[src/rtl/fetch_pc_unit_pkg.sv]
// Shared types and constants for the fetch PC unit.
package fetch_pc_unit_pkg;

    typedef enum logic [1:0] {
        ST_REQ  = 2'd0,
        ST_WAIT = 2'd1,
        ST_HOLD = 2'd2
    } fetch_state_t;

    localparam logic [31:0] INST_NOP = 32'h0000_0000;
    localparam logic [31:0] PC_STEP  = 32'd4;

endpackage

[src/rtl/fetch_pc_unit_hold_buf.sv]
// One-entry instruction buffer used while IF/ID is stalled.
module fetch_hold_buf
    import fetch_pc_unit_pkg::*;
(
    input  logic        clk,
    input  logic        clrn,
    input  logic        load,
    input  logic        clear,
    input  logic [31:0] din,
    output logic        valid,
    output logic [31:0] dout
);

    always_ff @(posedge clk) begin
        if (!clrn || clear) begin
            valid <= 1'b0;
            dout  <= INST_NOP;
        end else if (load) begin
            valid <= 1'b1;
            dout  <= din;
        end
    end

endmodule

[src/rtl/fetch_pc_unit.sv]
// Fetch-stage PC sequencer with imem request/grant/response handshake and IF/ID register.
// Optional statistics counters are enabled by defining FETCH_STAT_EN.
module fetch_pc_unit
    import fetch_pc_unit_pkg::*;
#(
    parameter logic [31:0] RESET_PC = 32'h0000_0000,
    parameter int unsigned STAT_W   = 32
) (
    input  logic              clk,
    input  logic              clrn,
    input  logic [31:0]       next_pc,
    input  logic              redirect,
    input  logic              stall,
    output logic [31:0]       pc,
    output logic [31:0]       pc4,
    output logic              imem_req,
    output logic [31:0]       imem_addr,
    input  logic              imem_gnt,
    input  logic              imem_rvalid,
    input  logic [31:0]       imem_rdata,
    output logic              if_valid,
    output logic [31:0]       if_inst,
`ifdef FETCH_STAT_EN
    output logic [31:0]       if_pc4,
    output logic [STAT_W-1:0] stat_fetch,
    output logic [STAT_W-1:0] stat_squash
`else
    output logic [31:0]       if_pc4
`endif
);

    fetch_state_t state, state_d;
    logic         drop, drop_d;
    logic         pc_en, kill, ifid_load, from_buf, buf_load, buf_clear, squash;
    logic         buf_valid;
    logic [31:0]  buf_data;
    logic [31:0]  pc_target;

    assign pc_target = {next_pc[31:2], 2'b00};
    assign pc4       = pc + PC_STEP;
    assign imem_req  = (state == ST_REQ) && clrn;
    assign imem_addr = pc;

    always_comb begin
        state_d   = state;
        drop_d    = drop;
        pc_en     = 1'b0;
        kill      = 1'b0;
        ifid_load = 1'b0;
        from_buf  = 1'b0;
        buf_load  = 1'b0;
        buf_clear = 1'b0;
        squash    = 1'b0;
        if (redirect) begin
            // Redirect wins over stall and response handling; in-flight work is squashed.
            pc_en = 1'b1;
            kill  = 1'b1;
            case (state)
                ST_REQ: begin
                    if (imem_gnt) begin
                        state_d = ST_WAIT;
                        drop_d  = 1'b1;
                    end
                end
                ST_WAIT: begin
                    if (imem_rvalid) begin
                        squash  = 1'b1;
                        drop_d  = 1'b0;
                        state_d = ST_REQ;
                    end else begin
                        drop_d = 1'b1;
                    end
                end
                ST_HOLD: begin
                    buf_clear = 1'b1;
                    squash    = 1'b1;
                    state_d   = ST_REQ;
                end
                default: state_d = ST_REQ;
            endcase
        end else begin
            case (state)
                ST_REQ: begin
                    if (imem_gnt) state_d = ST_WAIT;
                end
                ST_WAIT: begin
                    if (imem_rvalid) begin
                        if (drop) begin
                            drop_d  = 1'b0;
                            squash  = 1'b1;
                            state_d = ST_REQ;
                        end else if (!stall) begin
                            ifid_load = 1'b1;
                            pc_en     = 1'b1;
                            state_d   = ST_REQ;
                        end else begin
                            buf_load = 1'b1;
                            state_d  = ST_HOLD;
                        end
                    end
                end
                ST_HOLD: begin
                    if (!stall) begin
                        ifid_load = 1'b1;
                        from_buf  = 1'b1;
                        buf_clear = 1'b1;
                        pc_en     = 1'b1;
                        state_d   = ST_REQ;
                    end
                end
                default: state_d = ST_REQ;
            endcase
        end
    end

    always_ff @(posedge clk) begin
        if (!clrn) begin
            state <= ST_REQ;
            drop  <= 1'b0;
            pc    <= RESET_PC;
        end else begin
            state <= state_d;
            drop  <= drop_d;
            if (pc_en) pc <= pc_target;
        end
    end

    // pc has not moved since the response arrived, so pc4 is its link value.
    always_ff @(posedge clk) begin
        if (!clrn) begin
            if_valid <= 1'b0;
            if_inst  <= INST_NOP;
            if_pc4   <= '0;
        end else if (kill) begin
            if_valid <= 1'b0;
        end else if (ifid_load) begin
            if_valid <= 1'b1;
            if_inst  <= (from_buf && buf_valid) ? buf_data : imem_rdata;
            if_pc4   <= pc4;
        end else if (!stall) begin
            if_valid <= 1'b0;
        end
    end

    fetch_hold_buf u_hold_buf (
        .clk   (clk),
        .clrn  (clrn),
        .load  (buf_load),
        .clear (buf_clear),
        .din   (imem_rdata),
        .valid (buf_valid),
        .dout  (buf_data)
    );

`ifdef FETCH_STAT_EN
    always_ff @(posedge clk) begin
        if (!clrn) begin
            stat_fetch  <= '0;
            stat_squash <= '0;
        end else begin
            if (ifid_load && !kill) stat_fetch  <= stat_fetch + 1'b1;
            if (squash)             stat_squash <= stat_squash + 1'b1;
        end
    end
`else
    localparam int unsigned UNUSED_STAT_W = STAT_W;
`endif

    logic unused_pc_lsb;
    assign unused_pc_lsb = ^next_pc[1:0];

endmodule

[config.mk]
export PLATFORM = sky130hd
export DESIGN_NAME = fetch_pc_unit
export DESIGN_NICKNAME = d
export VERILOG_FILES = /design/src/rtl/fetch_pc_unit_pkg.sv /design/src/rtl/fetch_pc_unit_hold_buf.sv /design/src/rtl/fetch_pc_unit.sv
export SDC_FILE = /design/constraint.sdc
export NUM_CORES = 1
export LEC_CHECK = 0
export CORE_MARGIN = 1
export CORE_UTILIZATION = 48
export DETAILED_ROUTE_END_ITERATION = 7
export PLACE_DENSITY = 0.95
export SLEW_MARGIN = 20
export SYNTH_ARGS = -nofsm -noshare
export SYNTH_HDL_FRONTEND = slang
export SYNTH_SLANG_ARGS = --single-unit
[constraint.sdc]
create_clock -name clk -period 3.8 [get_ports clk]
set_input_delay 0.76 -clock clk [delete_from_list [all_inputs] [get_ports clk]]
set_output_delay 0.76 -clock clk [all_outputs]
set_load 0.05 [all_outputs]
## Word-level counts from Yosys, hierarchy flattened

Index checks and enable logic that the tools add are counted.
W data, S select, Z words.

- Flip-flop bits (word level): 131

- Add/sub/neg operators: 1
- Eq/ne operators: 6
- Mux-type cells: 34
- Bitwise logic cells: 2
- Reductions and logical operators: 12

Operators by type and width:

| kind | number |
|---|---|
| $add A32 B3 Y32 const B | 1 |
| $mux W32 | 1 |
| $mux W1 | 22 |
| $mux W2 | 7 |
| $ne A3 B3 Y1 const B | 2 |
| $pmux W2 S3 | 1 |
| $reduce_bool A2 Y1 | 3 |
| $pmux W1 S2 | 2 |
| $pmux W2 S2 | 1 |
| $reduce_and A2 Y1 | 2 |
| $reduce_and A4 Y1 | 1 |
| $eq A2 B1 Y1 const B | 1 |
| $eq A2 B2 Y1 const B | 1 |
| $logic_and A1 B1 Y1 | 2 |
| $logic_not A2 Y1 | 1 |
| $ne A2 B1 Y1 const B | 1 |
| $ne A2 B2 Y1 const B | 1 |
| $not A1 Y1 | 2 |
| $reduce_or A2 Y1 | 1 |
| $logic_not A1 Y1 | 1 |
| $logic_or A1 B1 Y1 | 1 |

## Depth between registers and ports, before layout

Gate-level depths: netlist of the first run.

- Depth after elaboration: 6
- Depth in mapped cells: 9

## By module

From an unflattened synthesis of the first run, not the netlist that was laid out.

- Cells, all modules: 684
- Area, all modules: 6,070.8 µm²

Modules (own cells, without submodules):

| module | times used | cells an instance | area each (µm²) |
|---|---|---|---|
| fetch_pc_unit | 1 | 576 | 4,847.1 |
| fetch_hold_buf | 1 | 108 | 1,223.7 |

## Least setup slack after synthesis of the first run

No wires, ideal clock.

- Path type: register to output
- From: register pc[2] (netlist: imem_addr[2])
- To: output pc4[20]
- Arrival time: 2.611 ns
- Data required time: 3.040 ns
- Path slack: 0.429 ns
- Cell stages (with the launch flop): 7
- Path buffers: 1
- Cell sequence: dfxtp_1 -> ha_1 -> nand3_1 -> nor2_1 -> clkbuf_1 -> nand4_1 -> xnor2_1

- Cells in the longest elaborated chain, start to end: 1

Ends and longest elaborated chain:

| what | RTL line | text |
|---|---|---|
| start, declared | fetch_pc_unit.sv:14 | `output logic [31:0] pc,` |
| start signal, assigned | fetch_pc_unit.sv:124 | `if (pc_en) pc <= pc_target;` |
| $add A32 B3 Y32 | fetch_pc_unit.sv:40 | `assign pc4 = pc + PC_STEP;` |
| end, declared | fetch_pc_unit.sv:15 | `output logic [31:0] pc4,` |

No other way between the ends.

## Worst setup path after layout of the first run

- From: register pc[4] (netlist: imem_addr[4])
- To: output pc4[29]

The elaborated chain is that of the path after synthesis.

==> run metrics, run 1 <==
Synth Register Bits 129; Initial Util 49.5%; Nets 946; fin crit period 3650 ps; cts bufs inserted 17; Remaining Overflow, GRT 0; Port Buf Inserts 221; CP required 3040 ps; fin crit share 96.2%; yosys warns 0; Avg Cell Area, Syn 8.62 um^2; cell repeated most along the worst path nand4_1; Fin Hold WS 455 ps; first-pass GRT wire length 26200 um; Critical Path AT 2890 ps; vias in the first global route 5177; Num Clock Sinks 129; Max Freq 274 MHz; clk buf depth 2; Lkg Pwr 0.00353 uW; Die Y 113 um; drt wl/cell 16.1 um; startpoint types flip-flop; Post-synth top flop dfxtp_1; Critical Path Sink Type output pin; Slew HR 38.8%; crit path buf inv count 2; Reg clk slew, reported paths 50 ps; Initial DRT Pass Iterations 4; Routed Antenna Nets 0; Max-cap violations 0; Top Family by Delay on Critical Path buffers and inverters; Final Hold Viols 0; synthesized area 5970 um^2; layout cells sized above 1 9.04%; CP max stage cell clkdlybuf4s50_1; count of distinct cell types in the synthesized netlist 42; Clk Latency, worst-skew pair 420 ps; routed vias 5454; sequential area share after synthesis 43.3%; drt drc 0; hold_sp u_hold_buf.dout[10]$_SDFFE_PP0P_; worst vdd ir 308 uV; reg2reg start state[1]$_SDFFE_PN0P_; crit-path max FO 9; initial antenna violation count 0; max-slew violations 0; post-detail-place hpwl 11300 um; commonest non-fill, non-tap cell in the layout clkdlybuf4s50_1; Worst R2R End imem_addr[11]$_SDFFE_PN0P_; largest net degree at the start of global routing 98; # fillers 834; die area 12900 um^2; TNS Setup 0 ps; chip width 113 um; hold path cells 2; Hold Buf Count CTS 0; status completed; Mapped Cells 692; Worst Max-Slew Pin Slew 917 ps; GP Congestion 0.818; core area 12100 um^2; clock root buffer clkbuf_16; clock skew 8.01 ps; Hold Path Sink u_hold_buf.dout[10]$_SDFFE_PP0P_; RSZ-0062 raised after global routing no; Vias/cell 5.18; total wire length 16900 um; initial drt markers 447; critical path cell sequence nand4_1 -> nor2_2 -> buf_4 -> nand4_1 -> xnor2_2 -> clkdlybuf4s50_1; I/O Pins 232; CTS HTree Levels 4; largest stage delay on the critical path 830 ps; number of synthesized flops with an enable pin 0; most frequent cells in the layout 210 x clkdlybuf4s50_1, 178 x nand2_1, 129 x dfxtp_1; Power Density 422 nW/um^2; Async SR Flop Fraction 0%; Min-Delay Path Class flip-flop to flip-flop; worst reg2reg setup slack 1400 ps; All-Layer GR Usage 26.2%; worst setup path class flip-flop to output pin; n_diodes 0; Area Overhead vs Synth 45.3%; Final Setup Violations 0; # rows 40; CTS tree built; cells on worst reg2reg path 8
## what timing repair did
action | 4_1_cts | 5_1_grt
endpoints found under the setup margin | 0 | 6
buffers inserted | 0 | 2
resized for setup | 0 | 1
## cells in the mapped netlist (all sizes together), types with 9 or more instances
cell | count | share of area [%]
a21oi | 36 | 3.0
buf | 54 | 6.1
dfxtp | 129 | 43
nor2 | 27 | 1.7
clkbuf | 28 | 1.8
a21boi | 32 | 4.0
o21ba | 18 | 3.0
nand2 | 178 | 11
o21ai | 27 | 2.3
xnor2 | 21 | 3.7
o211a | 33 | 5.5
mux2i | 32 | 5.4
nand4 | 9 | 1.2
nand3 | 16 | 1.3
## sequential cells by signal (all words and copies together) (netlist names)
register          cells
drop                  1
if_inst              32
if_pc4               30
if_valid              1
imem_addr            30
state                 2
u_hold_buf.dout      32
u_hold_buf.valid      1
## report_power, final
part / leakage [uW] / switching (uW) / internal (uW) / total, uW
sequential: 0.00105 / 45.9 / 1390 / 1430
clock: 0.000281 / 586 / 1050 / 1630
combinational: 0.00220 / 373 / 217 / 590
## worst max-delay path by stage
stage,cells after the start,slack [ps],endpoint,start
4_1_cts,5,3,pc4[29],imem_addr[10]$_SDFFE_PN0P_
2_1_floorplan,6,430,pc4[20],imem_addr[2]$_SDFFE_PN0P_
3_5_place_dp,5,480,pc4[29],imem_addr[10]$_SDFFE_PN0P_
5_1_grt,6,20,pc4[19],imem_addr[4]$_SDFFE_PN0P_
3_3_place_gp,5,500,pc4[29],imem_addr[10]$_SDFFE_PN0P_
6_report,6,150,pc4[29],imem_addr[4]$_SDFFE_PN0P_
## area by class of cell
| class | instances | area, um^2 | area share (%) |
|---|---|---|---|
| Clock buffer | 23 | 458 | 5.28 |
| Inverter | 5 | 18.8 | 0.216 |
| Tap cell | 168 | 210 | 2.42 |
| Multi-Input combinational cell | 483 | 2950 | 34.0 |
| Timing Repair Buffer | 236 | 2320 | 26.8 |
| Clock inverter | 9 | 133 | 1.53 |
| Sequential cell | 129 | 2580 | 29.8 |
## worst register-to-register path, stage by stage (launching register included)
cell and delay, ps:
dfxtp_1 350, inv_1 60, ha_1 210, and3b_1 190
o21ai_1 340, nor2b_2 510, buf_4 350, nand2_1 110
a21boi_0 190
## cells by family (layout without fill, tap and decap cells)
family	Yosys count	after routing	share of synthesized area [%]
muxes	32	32	5.37
other	1	8	0.0629
and+or+nand+nor	264	264	19.6
adders and majority gates	4	4	0.839
xor gates and xnor gates	27	27	4.59
buffers and inverters	87	273	8.16
DFF	129	129	43.3
AOI/OAI and AO/OA	148	148	18.1
## stage by stage
step	std cells	total power, uW	setup WS, ps	utilization [%]	instance area, um^2
global route	1053	3770	15.6	71.9	8670
global placement	1019	2040	501	66.8	8060
detailed placement	1019	2050	478	66.8	8060
finish	1053	3660	146	71.9	8670
CTS	1051	3680	3.05	71.7	8650
floorplan	699	1840	429	-	5990
## metal layers
layer | track usage, % | routed length (um)
met5 | 0 | 0
met1 | 32.1 | 7340
met4 | 12.9 | 553
met3 | 6.22 | 948
met2 | 43.1 | 8090
Power figures use the tool's default switching activity.
==> run 2, diff against run 1 <==
- CORE_UTILIZATION: 48 -> 40
- CTS_BUF_LIST: unset -> sky130_fd_sc_hd__clkbuf_2 sky130_fd_sc_hd__clkbuf_4 sky130_fd_sc_hd__clkbuf_8
- PLACE_DENSITY: 0.95 -> 0.83
==> run metrics, run 2 (synthesis results as in run 1) <==
status completed (unchanged); CTS tree built (unchanged); fin crit period 3630 ps (was 3650 ps); Max Freq 276 MHz (was 274 MHz); Routed Antenna Nets 0 (unchanged); Final Setup Violations 0 (unchanged); Worst Max-Slew Pin Slew 928 ps (was 917 ps); Reg clk slew, reported paths 70 ps (was 50 ps); total wire length 17100 um (was 16900 um); CP required 3040 ps (about the same); Critical Path AT 2870 ps (was 2890 ps); Max-cap violations 0 (unchanged); crit-path max FO 10 (was 9); first-pass GRT wire length 26100 um (was 26200 um); drt drc 0 (unchanged); Critical Path Sink Type output pin (unchanged); All-Layer GR Usage 22.2% (was 26.2%); Placement Cell Area 8200 um^2 (was 8060 um^2); chip width 124 um (was 113 um); worst vdd ir 263 uV (was 308 uV); startpoint types flip-flop (unchanged); post-detail-place hpwl 11500 um (was 11300 um); clock skew 10.5 ps (was 8.01 ps); # rows 44 (was 40); clock root buffer clkbuf_8 (was clkbuf_16); Area Overhead vs Synth 44.3% (was 45.3%); Die Y 124 um (was 113 um); commonest non-fill, non-tap cell in the layout clkdlybuf4s50_1 (unchanged); GP Congestion 0.831 (was 0.818); n_diodes 0 (unchanged); Nets 949 (was 946); RSZ-0062 raised after global routing no (unchanged); Top Registers if_inst (32), u_hold_buf.dout (32) (unchanged); largest net degree at the start of global routing 98 (unchanged); Num Clock Sinks 129 (unchanged); layout cells sized above 1 9.91% (was 9.04%); Initial Util 41.0% (was 49.5%); TNS Setup 0 ps (unchanged); design area 8610 um^2 (was 8670 um^2); Clk Latency, worst-skew pair 440 ps (was 420 ps); clk buf depth 2 (unchanged); CTS HTree Levels 4 (unchanged); routed vias 5345 (was 5454); vias in the first global route 4819 (was 5177); Port Buf Inserts 221 (unchanged); I/O Pins 232 (unchanged); Fin Hold WS 453 ps (was 455 ps); drt wl/cell 16.0 um (was 16.1 um); post-layout util 59.2% (was 71.9%); max-slew violations 0 (unchanged); Hold Buf Count CTS 0 (unchanged); initial antenna violation count 1 (was 0); cts bufs inserted 17 (unchanged); fin crit share 95.5% (was 96.2%); worst setup path class flip-flop to output pin (unchanged); Overall Power 3180 uW (was 3660 uW); Initial DRT Pass Iterations 4 (unchanged); Final Hold Viols 0 (unchanged); Remaining Overflow, GRT 0 (unchanged); Power Density 369 nW/um^2 (was 422 nW/um^2); die area 15400 um^2 (was 12900 um^2); core area 14500 um^2 (was 12100 um^2); most frequent cells in the layout 206 x clkdlybuf4s50_1, 178 x nand2_1, 129 x dfxtp_1 (was 210 x clkdlybuf4s50_1, 178 x nand2_1, 129 x dfxtp_1); Min-Delay Path Class flip-flop to flip-flop (unchanged); Vias/cell 4.99 (was 5.18); Slew HR 38.1% (was 38.8%); initial drt markers 400 (was 447); Lkg Pwr 0.00353 uW (about the same)
==> run 2: worst paths after layout <==
kind	start	endpoint	slack, ps	depth (start not counted)
worst max-delay path	imem_addr[6]$_SDFFE_PN0P_	pc4[31]	170	5
worst min-delay path	u_hold_buf.dout[7]$_SDFFE_PP0P_	u_hold_buf.dout[7]$_SDFFE_PP0P_	450	2
worst max register to register	state[1]$_SDFFE_PN0P_	imem_addr[14]$_SDFFE_PN0P_	1440	8
worst min register to register	u_hold_buf.dout[7]$_SDFFE_PP0P_	u_hold_buf.dout[7]$_SDFFE_PP0P_	450	2
==> run 2: stage by stage <==
step / setup slack [ps] / instances
finish: 172 / 1072
global route: 26.1 / 1072
CTS: 0.0648 / 1070
detailed placement: 428 / 1038
global placement: 496 / 1038
floorplan: 429 / 699
==> run 2: routing by layer <==
| metal | global-route usage (%) | vias up | part of all wire, % |
|---|---|---|---|
| li1 | - | 2670 | - |
| met1 | 28.5 | 2516 | 44 |
| met2 | 36.2 | 141 | 49 |
| met3 | 5.45 | 18 | 5.5 |
| met4 | 7.66 | 0 | 1.6 |
| met5 | 0 | - | 0 |
==> run 2: area by class of cell <==
type / count / area, um^2
clock buffers: 21 / 264
clock inverters: 11 / 115
fillers: 1278 / 5920
inverters: 5 / 18.8
multi-input cells: 483 / 2950
flip-flops and latches: 129 / 2580
well taps: 184 / 230
repair buffers: 239 / 2440
==> run 2: critical path, cell delays in order (launching register included) <==
cell             delay [ps]
dfxtp_1                 480
nand4_1                 310
nor2_4                  390
nand4_1                 160
xnor2_1                 220
clkdlybuf4s50_1         870
==> run 2: where the power goes <==
group	total, uW	switching, uW	leakage (uW)	internal [uW]
registers	1430	40.2	0.00105	1380
logic	613	383	0.00228	230
clock network	1140	536	0.000201	606
total	3180	959	0.00353	2220
==> run 2: timing repair <==
item                       CTS  global route
buffers inserted             0             2
setup endpoints to repair    4             5
gates resized for setup      3             3
pin swaps                    0             1
